**src/rtl/alu_pkg.sv**
```systemverilog
// Shared op-code and FSM state encodings for the ALU / multiply-divide unit.
package alu_pkg;

    typedef enum logic [4:0] {
        OP_NOP   = 5'd0,
        OP_ADDU  = 5'd1,
        OP_ADD   = 5'd2,
        OP_SUBU  = 5'd3,
        OP_SUB   = 5'd4,
        OP_AND   = 5'd5,
        OP_OR    = 5'd6,
        OP_NOR   = 5'd7,
        OP_XOR   = 5'd8,
        OP_SLT   = 5'd9,
        OP_SLTU  = 5'd10,
        OP_EQL   = 5'd11,
        OP_LUI   = 5'd12,
        OP_SLL   = 5'd13,
        OP_SRL   = 5'd14,
        OP_SRA   = 5'd15,
        OP_MULT  = 5'd16,
        OP_MULTU = 5'd17,
        OP_DIV   = 5'd18,
        OP_DIVU  = 5'd19
    } op_e;

    typedef enum logic [1:0] {
        ST_IDLE = 2'd0,
        ST_MUL  = 2'd1,
        ST_DIV  = 2'd2,
        ST_FIN  = 2'd3
    } state_e;

    function automatic logic is_mul_op(input logic [4:0] code);
        return (code == OP_MULT) || (code == OP_MULTU);
    endfunction

    function automatic logic is_div_op(input logic [4:0] code);
        return (code == OP_DIV) || (code == OP_DIVU);
    endfunction

endpackage

```
**src/rtl/alu_iter_muldiv.sv**
```systemverilog
// Iterative multiply / divide datapath: one product or quotient bit per cycle.
// Signed ops run on operand magnitudes; signs are reapplied to the final value.
module alu_iter_muldiv
    import alu_pkg::*;
#(
    parameter int WIDTH = 32
) (
    input  logic             clk,
    input  logic             rst_n,
    input  logic             load_i,
    input  logic             div_i,
    input  logic             sgn_i,
    input  logic             run_i,
    input  logic [WIDTH-1:0] a_i,
    input  logic [WIDTH-1:0] b_i,
    output logic             last_o,
    output logic [WIDTH-1:0] hi_o,
    output logic [WIDTH-1:0] lo_o
);

    localparam int CW = (WIDTH > 1) ? $clog2(WIDTH) : 1;

    logic [WIDTH-1:0]   hi_q, lo_q, opd_q, a_q;
    logic [CW-1:0]      cnt_q;
    logic               div_q, neg_q, negr_q, dz_q;

    logic               a_neg, b_neg;
    logic [WIDTH-1:0]   a_mag, b_mag;
    logic [WIDTH:0]     msum, shifted;
    logic               ge;
    logic [WIDTH-1:0]   dsub, step_hi, step_lo;
    logic [2*WIDTH-1:0] prod;

    assign last_o = run_i && (cnt_q == CW'(WIDTH - 1));

    // Operand magnitudes, one iteration step, and sign/special-case fix-up of the result
    always_comb begin
        a_neg   = sgn_i & a_i[WIDTH-1];
        b_neg   = sgn_i & b_i[WIDTH-1];
        a_mag   = a_neg ? ('0 - a_i) : a_i;
        b_mag   = b_neg ? ('0 - b_i) : b_i;

        msum    = {1'b0, hi_q} + (lo_q[0] ? {1'b0, opd_q} : '0);
        shifted = {hi_q, lo_q[WIDTH-1]};
        ge      = shifted >= {1'b0, opd_q};
        dsub    = shifted[WIDTH-1:0] - opd_q;

        if (div_q) begin
            step_hi = ge ? dsub : shifted[WIDTH-1:0];
            step_lo = {lo_q[WIDTH-2:0], ge};
        end else begin
            step_hi = msum[WIDTH:1];
            step_lo = {msum[0], lo_q[WIDTH-1:1]};
        end

        prod = {step_hi, step_lo};
        if (neg_q) begin
            prod = '0 - prod;
        end

        if (!div_q) begin
            hi_o = prod[2*WIDTH-1:WIDTH];
            lo_o = prod[WIDTH-1:0];
        end else if (dz_q) begin
            hi_o = a_q;
            lo_o = '1;
        end else begin
            hi_o = negr_q ? ('0 - step_hi) : step_hi;
            lo_o = neg_q  ? ('0 - step_lo) : step_lo;
        end
    end

    // Capture operands at launch, then advance one bit per cycle while running
    always_ff @(posedge clk or negedge rst_n) begin
        if (!rst_n) begin
            hi_q   <= '0;
            lo_q   <= '0;
            opd_q  <= '0;
            a_q    <= '0;
            cnt_q  <= '0;
            div_q  <= 1'b0;
            neg_q  <= 1'b0;
            negr_q <= 1'b0;
            dz_q   <= 1'b0;
        end else if (load_i) begin
            hi_q   <= '0;
            lo_q   <= a_mag;
            opd_q  <= b_mag;
            a_q    <= a_i;
            cnt_q  <= '0;
            div_q  <= div_i;
            neg_q  <= a_neg ^ b_neg;
            negr_q <= a_neg;
            dz_q   <= (b_i == '0);
        end else if (run_i) begin
            hi_q   <= step_hi;
            lo_q   <= step_lo;
            cnt_q  <= cnt_q + 1'b1;
        end
    end

endmodule

```
**src/rtl/alu_muldiv.sv**
```systemverilog
// ALU with single-cycle logic/arith/shift ops and iterative multiply/divide.
module alu_muldiv
    import alu_pkg::*;
#(
    parameter int WIDTH = 32,
    parameter int SHW   = $clog2(WIDTH)
) (
    input  logic             clk,
    input  logic             rst_n,
    input  logic             start,
    input  logic [4:0]       op,
    input  logic [WIDTH-1:0] a,
    input  logic [WIDTH-1:0] b,
    output logic [WIDTH-1:0] result,
    output logic             zero,
    output logic             ovf,
    output logic [WIDTH-1:0] hi,
    output logic [WIDTH-1:0] lo,
    output logic             busy,
    output logic             done
);

    state_e           state_q, state_d;
    logic [WIDTH-1:0] result_q, hi_q, lo_q;
    logic             zero_q, ovf_q;

    logic             launch, mul_op, div_op, iter_last;
    logic [WIDTH-1:0] sum, diff, alu_res, iter_hi, iter_lo;
    logic             alu_ovf;
    logic [SHW-1:0]   shamt;

    assign mul_op = is_mul_op(op);
    assign div_op = is_div_op(op);
    assign launch = (state_q == ST_IDLE) && start;
    assign sum    = a + b;
    assign diff   = a - b;
    assign shamt  = b[SHW-1:0];

    assign result = result_q;
    assign zero   = zero_q;
    assign ovf    = ovf_q;
    assign hi     = hi_q;
    assign lo     = lo_q;
    assign busy   = (state_q == ST_MUL) || (state_q == ST_DIV);
    assign done   = (state_q == ST_FIN);

    alu_iter_muldiv #(
        .WIDTH (WIDTH)
    ) u_iter (
        .clk    (clk),
        .rst_n  (rst_n),
        .load_i (launch && (mul_op || div_op)),
        .div_i  (div_op),
        .sgn_i  ((op == OP_MULT) || (op == OP_DIV)),
        .run_i  (busy),
        .a_i    (a),
        .b_i    (b),
        .last_o (iter_last),
        .hi_o   (iter_hi),
        .lo_o   (iter_lo)
    );

    // Single-cycle op result; NOP and unknown codes hold the previous result
    always_comb begin
        alu_res = result_q;
        alu_ovf = 1'b0;
        case (op)
            OP_ADDU: alu_res = sum;
            OP_ADD: begin
                alu_res = sum;
                alu_ovf = (a[WIDTH-1] == b[WIDTH-1]) && (sum[WIDTH-1] != a[WIDTH-1]);
            end
            OP_SUBU: alu_res = diff;
            OP_SUB: begin
                alu_res = diff;
                alu_ovf = (a[WIDTH-1] != b[WIDTH-1]) && (diff[WIDTH-1] != a[WIDTH-1]);
            end
            OP_AND:  alu_res = a & b;
            OP_OR:   alu_res = a | b;
            OP_NOR:  alu_res = ~(a | b);
            OP_XOR:  alu_res = a ^ b;
            OP_SLT: begin
                alu_res    = '0;
                alu_res[0] = $signed(a) < $signed(b);
            end
            OP_SLTU: begin
                alu_res    = '0;
                alu_res[0] = a < b;
            end
            OP_EQL: begin
                alu_res    = '0;
                alu_res[0] = a == b;
            end
            OP_LUI:  alu_res = {b[WIDTH/2-1:0], {(WIDTH/2){1'b0}}};
            OP_SLL:  alu_res = a << shamt;
            OP_SRL:  alu_res = a >> shamt;
            OP_SRA:  alu_res = WIDTH'($signed(a) >>> shamt);
            default: ;
        endcase
    end

    // Next-state: IDLE dispatches by op class, iterative states run to the last bit
    always_comb begin
        state_d = state_q;
        case (state_q)
            ST_IDLE: begin
                if (start) begin
                    if (mul_op) begin
                        state_d = ST_MUL;
                    end else if (div_op) begin
                        state_d = ST_DIV;
                    end else begin
                        state_d = ST_FIN;
                    end
                end
            end
            ST_MUL, ST_DIV: begin
                if (iter_last) begin
                    state_d = ST_FIN;
                end
            end
            ST_FIN:  state_d = ST_IDLE;
            default: state_d = ST_IDLE;
        endcase
    end

    // State register
    always_ff @(posedge clk or negedge rst_n) begin
        if (!rst_n) begin
            state_q <= ST_IDLE;
        end else begin
            state_q <= state_d;
        end
    end

    // Result registers: single-cycle ops write result/flags, iterative ops write hi/lo
    always_ff @(posedge clk or negedge rst_n) begin
        if (!rst_n) begin
            result_q <= '0;
            zero_q   <= 1'b0;
            ovf_q    <= 1'b0;
            hi_q     <= '0;
            lo_q     <= '0;
        end else begin
            if (launch && !(mul_op || div_op)) begin
                result_q <= alu_res;
                zero_q   <= (a == b);
                ovf_q    <= alu_ovf;
            end
            if (iter_last) begin
                hi_q <= iter_hi;
                lo_q <= iter_lo;
            end
        end
    end

endmodule

```
**config.mk**
```make
export PLATFORM = sky130hd
export DESIGN_NAME = alu_muldiv
export DESIGN_NICKNAME = d
export VERILOG_FILES = /design/src/rtl/alu_pkg.sv /design/src/rtl/alu_iter_muldiv.sv /design/src/rtl/alu_muldiv.sv
export SDC_FILE = /design/constraint.sdc
export NUM_CORES = 1
export LEC_CHECK = 0
export ABC_AREA = 1
export ABC_CLOCK_PERIOD_IN_PS = 3200
export CAP_MARGIN = 20
export CORE_AREA = 4 4 292 294
export DETAILED_ROUTE_END_ITERATION = 8
export DIE_AREA = 0 0 296 298
export DONT_BUFFER_PORTS = 1
export PLACE_DENSITY = 0.53
export SLEW_MARGIN = 20
export SYNTH_ARGS = -nofsm -noshare
export SYNTH_HDL_FRONTEND = slang
export SYNTH_SLANG_ARGS = --single-unit
```
**constraint.sdc**
```tcl
create_clock -name clk -period 3.2 [get_ports clk]
set_input_delay 0.96 -clock clk [delete_from_list [all_inputs] [get_ports clk]]
set_output_delay 0.96 -clock clk [all_outputs]
set_load 0.005 [all_outputs]
```
* After elaboration in Yosys (flattened, before gate mapping)
Cells that the tools add are included.
Operators by class: equality and inequality tests 30, multiplexer cells 26, $lt $le $gt $ge 3, add/subtract/negate cells 10, reductions and logical operators 21, multiply operators 0, bitwise logic cells 7, div/mod/pow operators 0, shift operators 3
Operators with widths (count):
- $mux W32 | 16
- $pmux W32 S13 | 1
- $sub A1 B32 Y32 const A | 4
- $lt A32 B32 Y1 | 2
- $mux W64 | 1
- $sub A1 B64 Y64 const A | 1
- $sub A32 B32 Y32 | 2
- $eq A5 B4 Y1 const B | 8
- $add A32 B33 Y33 | 1
- $ge A33 B32 Y1 | 1
- $add A32 B32 Y32 | 1
- $and A32 B32 Y32 | 1
- $eq A32 B32 Y1 | 1
- $logic_not A32 Y1 | 1
- $not A32 Y32 | 1
- $or A32 B32 Y32 | 1
- $shl A32 B5 Y32 | 1
- $shr A32 B5 Y32 | 1
- $sshr A32 B5 Y32 | 1
- $xor A32 B32 Y32 | 1
- $eq A5 B5 Y1 const B | 5
- $eq A5 B3 Y1 const B | 4
- $reduce_bool A13 Y1 | 1
- $eq A5 B2 Y1 const B | 2
- 21 further kinds | 41
Word-level totals: word-level logic and storage cells 115, memories kept 0, output and inout port bits 100, register bits 237, input bits 72, bits in latches 0, RAM bits 0, bits in read-only memories 0

* Depth between registers and ports, before layout
Gate-level depths: netlist of run 1.
depth in word-level cells 7, depth in mapped cells 34, depth with buffers taken out 32

* Hierarchy
Synthesis of run 1 repeated with hierarchy kept, for this count alone.
Unflattened totals: cell total of the unflattened synthesis 5301, area total of the unflattened synthesis 30419.2 µm²
Modules (own cells, without submodules):
- alu_iter_muldiv | cells each 2825, times used 1, sequential area each 3428.3 µm², area an instance 16308.1 µm²
- alu_muldiv | cells each 2476, times used 1, sequential area each 2502.4 µm², area an instance 14111.0 µm²

* Least setup slack after synthesis of run 1
Ideal clock, no wire load.
path kind input-to-reg, start point in b[1], end point reg result_q[24] (netlist: result[24]), stages 20, required time 3080 ps, arrival time 4066 ps, slack -986 ps, buffers on the path 3, cells stage by stage clkbuf_1 > inv_1 > clkbuf_1 > buf_1 > fa_1 > inv_1 > nand3_1 > nand2_1 > a21oi_1 > o21ai_0 > a21boi_1 > o21ai_1 > a21boi_0 > o21bai_1 > a21oi_1 > or2_2 > nand3_1 > nand3_1 > o21ai_0 > inv_1
On the way: word-level cells in the longest chain between the ends 2, elaborated cells on any way between the ends 6
RTL lines:
- start, declared | RTL line alu_muldiv.sv:13 | input logic [WIDTH-1:0] b,
- $sub A32 B32 Y32 (tied with other cells) | RTL line alu_muldiv.sv:36 | assign diff = a - b;
- $pmux W32 S13 (*) | RTL line alu_muldiv.sv:67 | case (op)
- end signal, assigned | RTL line alu_muldiv.sv:146 | result_q <= alu_res;
- end, declared | RTL line alu_muldiv.sv:24 | logic [WIDTH-1:0] result_q, hi_q, lo_q;
Mark *: on every way between the ends. The rest lies on a longest branch, timed or not. A chain may end at the register's enable or synchronous reset.

* Worst setup path after layout of run 1
start point reg u_iter.hi_q[6], end point reg hi_q[20] (netlist: hi[20])
On the way: word-level cells in the longest chain between the ends 7, elaborated cells on any way between the ends 12
RTL lines:
- start, declared | RTL line alu_iter_muldiv.sv:23 | logic [WIDTH-1:0] hi_q, lo_q, opd_q, a_q;
- start signal, assigned | RTL line alu_iter_muldiv.sv:96 | hi_q <= step_hi;
- $sub A32 B32 Y32 / $ge A33 B32 Y1 (equally long branches) | RTL line alu_iter_muldiv.sv:46, alu_iter_muldiv.sv:45
- $mux W32 | RTL line alu_iter_muldiv.sv:49 | step_hi = ge ? dsub : shifted[WIDTH-1:0];
- $mux W32 | RTL line alu_iter_muldiv.sv:48 | if (div_q) begin
- $sub A1 B32 Y32 | RTL line alu_iter_muldiv.sv:68 | hi_o = negr_q ? ('0 - step_hi) : step_hi;
- $mux W32 | RTL line alu_iter_muldiv.sv:68
- $mux W32 | RTL line alu_iter_muldiv.sv:64 | end else if (dz_q) begin
- $mux W32 (*) | RTL line alu_iter_muldiv.sv:61 | if (!div_q) begin
- end signal, assigned | RTL line alu_muldiv.sv:151 | hi_q <= iter_hi;
- end, declared | RTL line alu_muldiv.sv:24
Marked as above.

==> summary.md, run 1 <==
| Metric | Value |
|---|---|
| Final number of setup-violating endpoints | `37` |
| Wire per inst | `22.0 um` |
| Wire length of the first global-routing pass | `between 200 and 250 mm` |
| Maximum achievable frequency | `0.260 GHz` |
| Seq cells post-synth | `between 200 and 250` |
| Startpoint of the most critical setup path | `u_iter.hi_q[6]` |
| Cell type of the slowest stage on the worst timing path | `sky130_fd_sc_hd__dfrtp_1` |
| Worst Reg-to-Reg Cells | `32` |
| Largest net degree at the start of global routing | `around 240` |
| Violated checks | `negative setup slack` |
| Width of the die | `between 200 and 300 um` |
| Count of final hold-check violations | `0` |
| Initial antenna violation count | `2` |
| Clock latency of the later-clocked register in the worst-skew pair | `approximately 0.63 ns` |
| Library cell appearing most often on the critical path | `sky130_fd_sc_hd__nand2_1` |
| Area growth from synthesis to layout | `39.6%` |
| Worst Path Max Fanout | `4` |
| Initial standard-cell utilization of the core | `34.6%` |
| Primary FF master, synth | `sky130_fd_sc_hd__dfrtp_1` |
| Final Wtd Congestion | `about 1.1` |
| Type of the worst setup path | `reg -> reg` |
| Worst clock skew | `~0.047 ns` |
| Static leakage power | `roughly 0.021 uW` |
| Congestion Overflow GR | `0` |
| Number of violations reported at the end of detailed-routing iteration 0 | `3573` |
| Total global routing track utilization | `32.9%` |
| Max clock buf depth | `3` |
| Part of the cycle the worst path needs | `120%` |
| Yosys synthesis warning count | `0` |
| Share of post-route cells with drive strength above 1 | `a little over a quarter` |
| Crit path to | `hi[20]` |
| Number of enable flip-flop cells after synthesis | `0` |
| Max-cap violation count | `0` |
| Drt first pass iters | `6` |
| Critical path launch point type | `flip-flop` |
| Cell area power density | `about 1100 mW/mm2` |
| Total Routed Length | `between 150 and 200 mm` |
| # nets final | `5987` |
| Number of hold-repair buffers added at the cts stage | `0` |
| Fraction of the yosys area taken by sequential cells | `20.7%` |
| Data arrival at the endpoint of the critical path | `about 4.4 ns` |
| Vias per Instance | `between 5 and 6` |
| Number of distinct library cell variants in the gate-level netlist after synthesis | `between 70 and 80` |
| Unrepaired setup endpoints after global routing | `yes` |
| Asr flop ratio synth | `100%` |
| Max-slew violation count | `0` |
| Placed wire-length estimate | `~120 mm` |
| Status | `finished, violations left` |
| Number of input and output port buffers inserted | `0` |
| TritonCTS clock tree | `yes` |
| Die area | `0.0882 mm2` |
| Capturing point of the worst reg2reg path | `hi[20]` |
| Class of the tightest hold or removal check | `in -> async` |
| Buffer type at the clock tree root | `sky130_fd_sc_hd__clkbuf_16` |
| DR DRC count | `0` |
| Area of the mapped netlist | `0.0287 mm2` |
| Setup crit end kind | `flip-flop` |
| Worst VDD drop | `about 550 uV` |
| Slew Limit Headroom | `a little over two fifths` |
| Longest individual stage delay on the worst path | `about 0.44 ns` |
| Total number of placement rows | `between 100 and 150` |
| Num CTS Buffers | `31` |
| Number of top-level design ports | `about 170` |
| Worst R2R Start | `u_iter.hi_q[6]` |
| Net count of the mapped netlist | `roughly 5100` |
| Core Util, Final | `just under 50%` |
| Min setup slack post-route | `-0.646 ns` |
| Setup slack of the most critical reg-to-reg path | `-0.65 ns` |
| Placeable Area | `~0.083 mm2` |
| CP Data Required Time | `between 3 and 4 ns` |
| PnR Total Power | `between 40000 and 50000 uW` |
| Clock transition at the register clock pins on the worst setup and hold paths after CTS | `around 0.070 ns` |
| Number of nets with antenna violations after detailed routing | `0` |
| Final period demand of the worst path | `slightly below 4 ns` |
| Chip Height | `298 um` |
| Via count | `between 30000 and 40000` |
| Clk sink count | `~240` |
| Synthesized area divided by synthesized cell count | `5.96 um2` |
| Slew at the pin closest to its max-slew limit | `about 0.86 ns` |
| Instance count of the mapped netlist | `approximately 4800` |
| Via count of the first global-routing pass | `35200` |
| CTS HTree Levels | `1` |
==> through the flow <==
step,instance area (um2),std cells,setup slack [ns],TNS (ns),hold slack [ns]
after floorplan,29200,4813,-0.338,-5.24,0.442
after global placement,37700,6757,-0.658,-33.08,0.460
after detailed placement,37700,6757,-0.720,-35.06,0.469
after CTS,39200,6831,-0.714,-18.48,0.0302
after global routing,40000,6844,-0.923,-25.80,0.0319
final,40000,6845,-0.646,-15.77,0.0576
==> cell usage in the layout (no fill, tap or decap), types with 20 or more instances in the layout <==
| cell type | n |
|---|---|
| sky130_fd_sc_hd__xor2_1 | 68 |
| sky130_fd_sc_hd__nor2_1 | 373 |
| sky130_fd_sc_hd__nor2_2 | 56 |
| sky130_fd_sc_hd__o22ai_1 | 83 |
| sky130_fd_sc_hd__nand2_2 | 60 |
| sky130_fd_sc_hd__a21oi_2 | 34 |
| sky130_fd_sc_hd__inv_2 | 21 |
| sky130_fd_sc_hd__a221oi_1 | 20 |
| sky130_fd_sc_hd__o211ai_1 | 32 |
| sky130_fd_sc_hd__nor2_4 | 21 |
| sky130_fd_sc_hd__a21oi_1 | 282 |
| sky130_fd_sc_hd__ha_1 | 123 |
| sky130_fd_sc_hd__nand4_1 | 68 |
| sky130_fd_sc_hd__buf_4 | 1089 |
| sky130_fd_sc_hd__nor3_1 | 53 |
| sky130_fd_sc_hd__inv_1 | 634 |
| sky130_fd_sc_hd__dfrtp_1 | 235 |
| sky130_fd_sc_hd__a31oi_1 | 26 |
| sky130_fd_sc_hd__ha_4 | 42 |
| sky130_fd_sc_hd__nand2_1 | 1305 |
| sky130_fd_sc_hd__nand3_1 | 305 |
| sky130_fd_sc_hd__or2_2 | 23 |
| sky130_fd_sc_hd__o21ai_0 | 377 |
| sky130_fd_sc_hd__clkbuf_16 | 31 |
| sky130_fd_sc_hd__nand3_2 | 38 |
| sky130_fd_sc_hd__xnor2_1 | 20 |
| sky130_fd_sc_hd__o21ai_1 | 37 |
==> flip-flops by register name (all words and copies together) (netlist names) <==
name,flops
hi,32
lo,32
result,32
u_iter.a_q,32
u_iter.hi_q,32
u_iter.lo_q,32
u_iter.opd_q,32
u_iter.cnt_q,5
state_q,2
ovf,1
u_iter.div_q,1
u_iter.dz_q,1
u_iter.neg_q,1
u_iter.negr_q,1
zero,1
==> area by class of cell <==
cell class | instances | area [um2]
clock buffer | 43 | 891
antenna | 1 | 2.50
tap | 1080 | 1350
multi-input combinational | 3692 | 20600
clock inverter | 13 | 183
timing repair buffer | 1110 | 8550
fill | 8751 | 42800
sequential | 237 | 5940
inverter | 669 | 2530
==> critical path: cells and delay by family, from the launching register on <==
| family | cells | cell delay (ns) |
|---|---|---|
| buffers and inverters | 5 | 0.41 |
| and+or+nand+nor | 23 | 2.24 |
| AOI/OAI and AO/OA | 2 | 0.21 |
| adders and majority gates | 2 | 0.43 |
| DFF | 1 | 0.44 |
==> how the worst min path moves through the flow <==
| stage | startpoint | to | slack [ns] | cells after the start |
|---|---|---|---|---|
| after CTS | rst_n | u_iter.hi_q[6] | 0.03 | 0 |
| after floorplan | u_iter.a_q[0] | u_iter.a_q[0] | 0.44 | 2 |
| final | rst_n | u_iter.opd_q[22] | 0.06 | 0 |
| after global routing | rst_n | u_iter.hi_q[6] | 0.03 | 0 |
| after global placement | u_iter.cnt_q[4] | u_iter.cnt_q[4] | 0.46 | 2 |
| after detailed placement | u_iter.cnt_q[4] | u_iter.cnt_q[4] | 0.47 | 2 |
==> routing by layer <==
layer | wire [um] | part of all wire [%] | vias up | track usage [%]
li1 | - | - | 17700 | -
met1 | 60700 | 40 | 17100 | 41.6
met2 | 67900 | 45 | 1522 | 53.7
met3 | 11300 | 7.5 | 351 | 5.11
met4 | 10200 | 6.8 | 2 | 18.1
met5 | 13 | 0.0087 | - | 0
==> synth_stat cells (24+ instances only) <==
cell,count,share of area (%)
sky130_fd_sc_hd__a21oi_1,315,5.5
sky130_fd_sc_hd__a31oi_1,26,0.57
sky130_fd_sc_hd__clkbuf_1,156,2.0
sky130_fd_sc_hd__dfrtp_1,237,21
sky130_fd_sc_hd__ha_1,170,7.4
sky130_fd_sc_hd__inv_1,655,8.6
sky130_fd_sc_hd__nand2_1,1351,18
sky130_fd_sc_hd__nand3_1,327,5.7
sky130_fd_sc_hd__nand4_1,68,1.5
sky130_fd_sc_hd__nor2_1,412,5.4
sky130_fd_sc_hd__nor2_2,31,0.68
sky130_fd_sc_hd__nor3_1,57,0.99
sky130_fd_sc_hd__o211ai_1,32,0.84
sky130_fd_sc_hd__o21ai_0,404,7.0
sky130_fd_sc_hd__o22ai_1,85,1.9
sky130_fd_sc_hd__or2_2,24,0.52
sky130_fd_sc_hd__xor2_1,69,2.1
==> power breakdown <==
group | leakage [uW] | total, uW | switching, uW | internal (uW)
combinational | 0.0173 | 35000 | 20000 | 15000
clock | 0.000516 | 3750 | 1490 | 2250
sequential | 0.00291 | 5530 | 1150 | 4380
total | 0.0208 | 44300 | 22700 | 21600
==> cells by family after synthesis <==
logic type / Yosys count / share of synthesized area (%)
adders and majority gates: 174 / 7.69
AOI/OAI and AO/OA: 1051 / 21.1
DFF: 237 / 20.7
buffers and inverters: 884 / 12.1
and+or+nand+nor: 2364 / 35.3
muxes: 12 / 0.423
xor gates and xnor gates: 91 / 2.78
==> what timing repair did <==
| item | 4_1_cts | 5_1_grt |
|---|---|---|
| cloned | 1 | 0 |
| pin swaps | 28 | 40 |
| resized for setup | 61 | 160 |
| setup buffers | 17 | 21 |
| setup endpoints to repair | 47 | 76 |
Note: power is estimated with default switching activity, not from simulation.
==> run 2: changes to the inputs <==
--- a/config.mk
+++ b/config.mk
@@ -12,6 +12,7 @@
 export DETAILED_ROUTE_END_ITERATION = 8
 export DIE_AREA = 0 0 296 298
 export DONT_BUFFER_PORTS = 1
+export HOLD_SLACK_MARGIN = 0.05
 export PLACE_DENSITY = 0.53
 export SLEW_MARGIN = 20
 export SYNTH_ARGS = -nofsm -noshare
==> run 2 against run 1 <==
Against the previous run:
- the run still ends with negative setup slack left
- combinational power about the same
- routed wire length is 0.27% higher
- non-clock buffer count is the same
- global-route usage grew 0.11 points
- core utilization about the same
- clock skew barely moved
- cell area barely moved
- hold slack gained 0.041 ns
- critical path type unchanged
- largest cell class unchanged
==> summary.md, run 2 (same netlist as run 1, synthesis figures left out) <==
| Metric | Value |
|---|---|
| Total Routed Length | `around 150 mm` |
| Slew Limit Headroom | `between 40% and 50%` |
| Number of input and output port buffers inserted | `0` |
| Width of the die | `between 200 and 300 um` |
| Max-cap violation count | `0` |
| Drt first pass iters | `6` |
| Die area | `between 0.08 and 0.09 mm2` |
| TritonCTS clock tree | `yes` |
| Wire length of the first global-routing pass | `between 200 and 250 mm` |
| Final period demand of the worst path | `between 3 and 4 ns` |
| Setup crit end kind | `flip-flop` |
| Min setup slack post-route | `-0.615 ns` |
| Setup TNS after final layout | `-15.22 ns` |
| # nets final | `approximately 6000` |
| Share of post-route cells with drive strength above 1 | `between 20% and 30%` |
| CTS HTree Levels | `1` |
| PnR Total Power | `between 40000 and 50000 uW` |
| Finished Cell Area | `around 0.040 mm2` |
| Clock transition at the register clock pins on the worst setup and hold paths after CTS | `about 0.07 ns` |
| Total global routing track utilization | `33.0%` |
| Part of the cycle the worst path needs | `119%` |
| Placeable Area | `about 0.083 mm2` |
| Critical path launch point type | `flip-flop` |
| Cell area power density | `1100 mW/mm2` |
| Final Wtd Congestion | `1.10` |
| Maximum achievable frequency | `between 0.2 and 0.3 GHz` |
| Via count of the first global-routing pass | `around 35000` |
| Number of top-level design ports | `approximately 170` |
| Total number of placement rows | `around 110` |
| Chip Height | `298 um` |
| Number of violations reported at the end of detailed-routing iteration 0 | `between 3000 and 4000` |
| Setup slack of the most critical reg-to-reg path | `-0.62 ns` |
| Worst clock skew | `0.0462 ns` |
| Data arrival at the endpoint of the critical path | `4.34 ns` |
| Placed Instances | `slightly below 7000` |
| Cell Count, Final, Fillers Out | `a little under 7000` |
| FILL cells | `approximately 8700` |
| Max-slew violation count | `0` |
| Via count | `~37000` |
| Violated checks | `negative setup slack` |
| Congestion Overflow GR | `0` |
| Longest individual stage delay on the worst path | `about 0.44 ns` |
| Num CTS Buffers | `31` |
| CP Data Required Time | `3.73 ns` |
| Commonest non-fill, non-tap cell in the layout | `sky130_fd_sc_hd__nand2_1` |
| Unrepaired setup endpoints after global routing | `yes` |
| Vias per Instance | `around 5.4` |
| Class of the tightest hold or removal check | `in -> async` |
| Count of final hold-check violations | `0` |
| Static leakage power | `roughly 0.021 uW` |
| Placed wire-length estimate | `approximately 120 mm` |
| Area growth from synthesis to layout | `39.7%` |
| Wire per inst | `around 22 um` |
| Highest layer used for signal routing | `met5` |
| Buffer type at the clock tree root | `sky130_fd_sc_hd__clkbuf_16` |
| Clk sink count | `~240` |
| Worst Path Max Fanout | `4` |
| Worst VDD drop | `about 540 uV` |
| Met2 wirelength from detailed routing | `68.1 mm` |
| Slew at the pin closest to its max-slew limit | `0.865 ns` |
| Initial standard-cell utilization of the core | `about a third` |
| Type of the worst setup path | `reg -> reg` |
| Number of nets with antenna violations after detailed routing | `0` |
| Status | `finished, violations left` |
| Cell type of the slowest stage on the worst timing path | `sky130_fd_sc_hd__dfrtp_1` |
| Initial antenna violation count | `3` |
| Final number of setup-violating endpoints | `39` |
| Core Util, Final | `48.4%` |
| Area post-placement | `~0.038 mm2` |
| Clock latency of the later-clocked register in the worst-skew pair | `between 0.6 and 0.7 ns` |
| Max clock buf depth | `3` |
| Wire length on met1 | `approximately 61 mm` |
| Top library cells by usage in the layout, fill and taps aside | `1306 x sky130_fd_sc_hd__nand2_1, 1086 x sky130_fd_sc_hd__buf_4, 634 x sky130_fd_sc_hd__inv_1` |
| Largest net degree at the start of global routing | `190` |
| Library cell appearing most often on the critical path | `sky130_fd_sc_hd__nand2_1` |
| Detailed-routed wire length on met3 | `roughly 11 mm` |
| DR DRC count | `0` |
-- run 2: changes by cell type in the layout (fill, tap and decap cells not counted), sizes merged --
cell         before   now
dlygate4sd3       0     1
buf            1109  1108
-- run 2: path summary, 6_finish.rpt --
| path | endpoint | depth (start not counted) | startpoint |
|---|---|---|---|
| hold / removal | u_iter.hi_q[10] | 0 | rst_n |
| min in group clk | u_iter.dz_q | 1 | b[28] |
| setup reg to reg | hi[20] | 32 | u_iter.hi_q[6] |
| max in group asynchronous | u_iter.opd_q[11] | 1 | rst_n |
| hold reg to reg | u_iter.cnt_q[4] | 2 | u_iter.cnt_q[4] |
| setup / recovery | hi[20] | 32 | u_iter.hi_q[6] |
-- run 2: stage by stage --
step                setup WS [ns]  hold WS [ns]
CTS                        -0.714        0.0504
finish                     -0.615        0.0984
global placement           -0.658         0.460
floorplan                  -0.338         0.442
detailed placement         -0.720         0.469
global route               -0.923        0.0528
-- run 2: area by class of cell --
cell class	instances	area [um2]	share of cell area [%]
well taps	1080	1350	3.37
flip-flops and latches	237	5940	14.8
clock inverters	13	183	0.456
repair buffers	1110	8570	21.4
inverters	669	2530	6.31
diodes	1	2.50	0.00624
multi-input cells	3692	20600	51.4
clock buffers	43	891	2.22
-- run 2: metal layers --
layer	global-route usage, %	vias up
met4	18.2	4
met1	41.8	17100
met3	5.13	361
met5	0	-
met2	53.8	1551
li1	-	17700
-- run 2: what timing repair did --
item                                    in CTS  in global routing
hold buffers                                 2                  0
gates resized for setup                     61                164
cloned                                       1                  0
setup buffers                               17                 18
pin swaps                                   28                 37
endpoints found under the hold margin       47                  0
endpoints found under the setup margin      47                 76
-- run 2: worst max-delay path: cells and delay by family, from the launching register on --
kind                       cells  cell delay, ns
AOI/OAI and AO/OA              2            0.21
buffers and inverters          5            0.41
DFF                            1            0.44
adders and majority gates      2            0.43
and+or+nand+nor               23            2.22
-- run 2: power breakdown --
| group | switching [uW] | internal [uW] |
|---|---|---|
| combinational | 20000 | 15000 |
| sequential | 1150 | 4380 |
| clock | 1490 | 2250 |
| total | 22600 | 21600 |
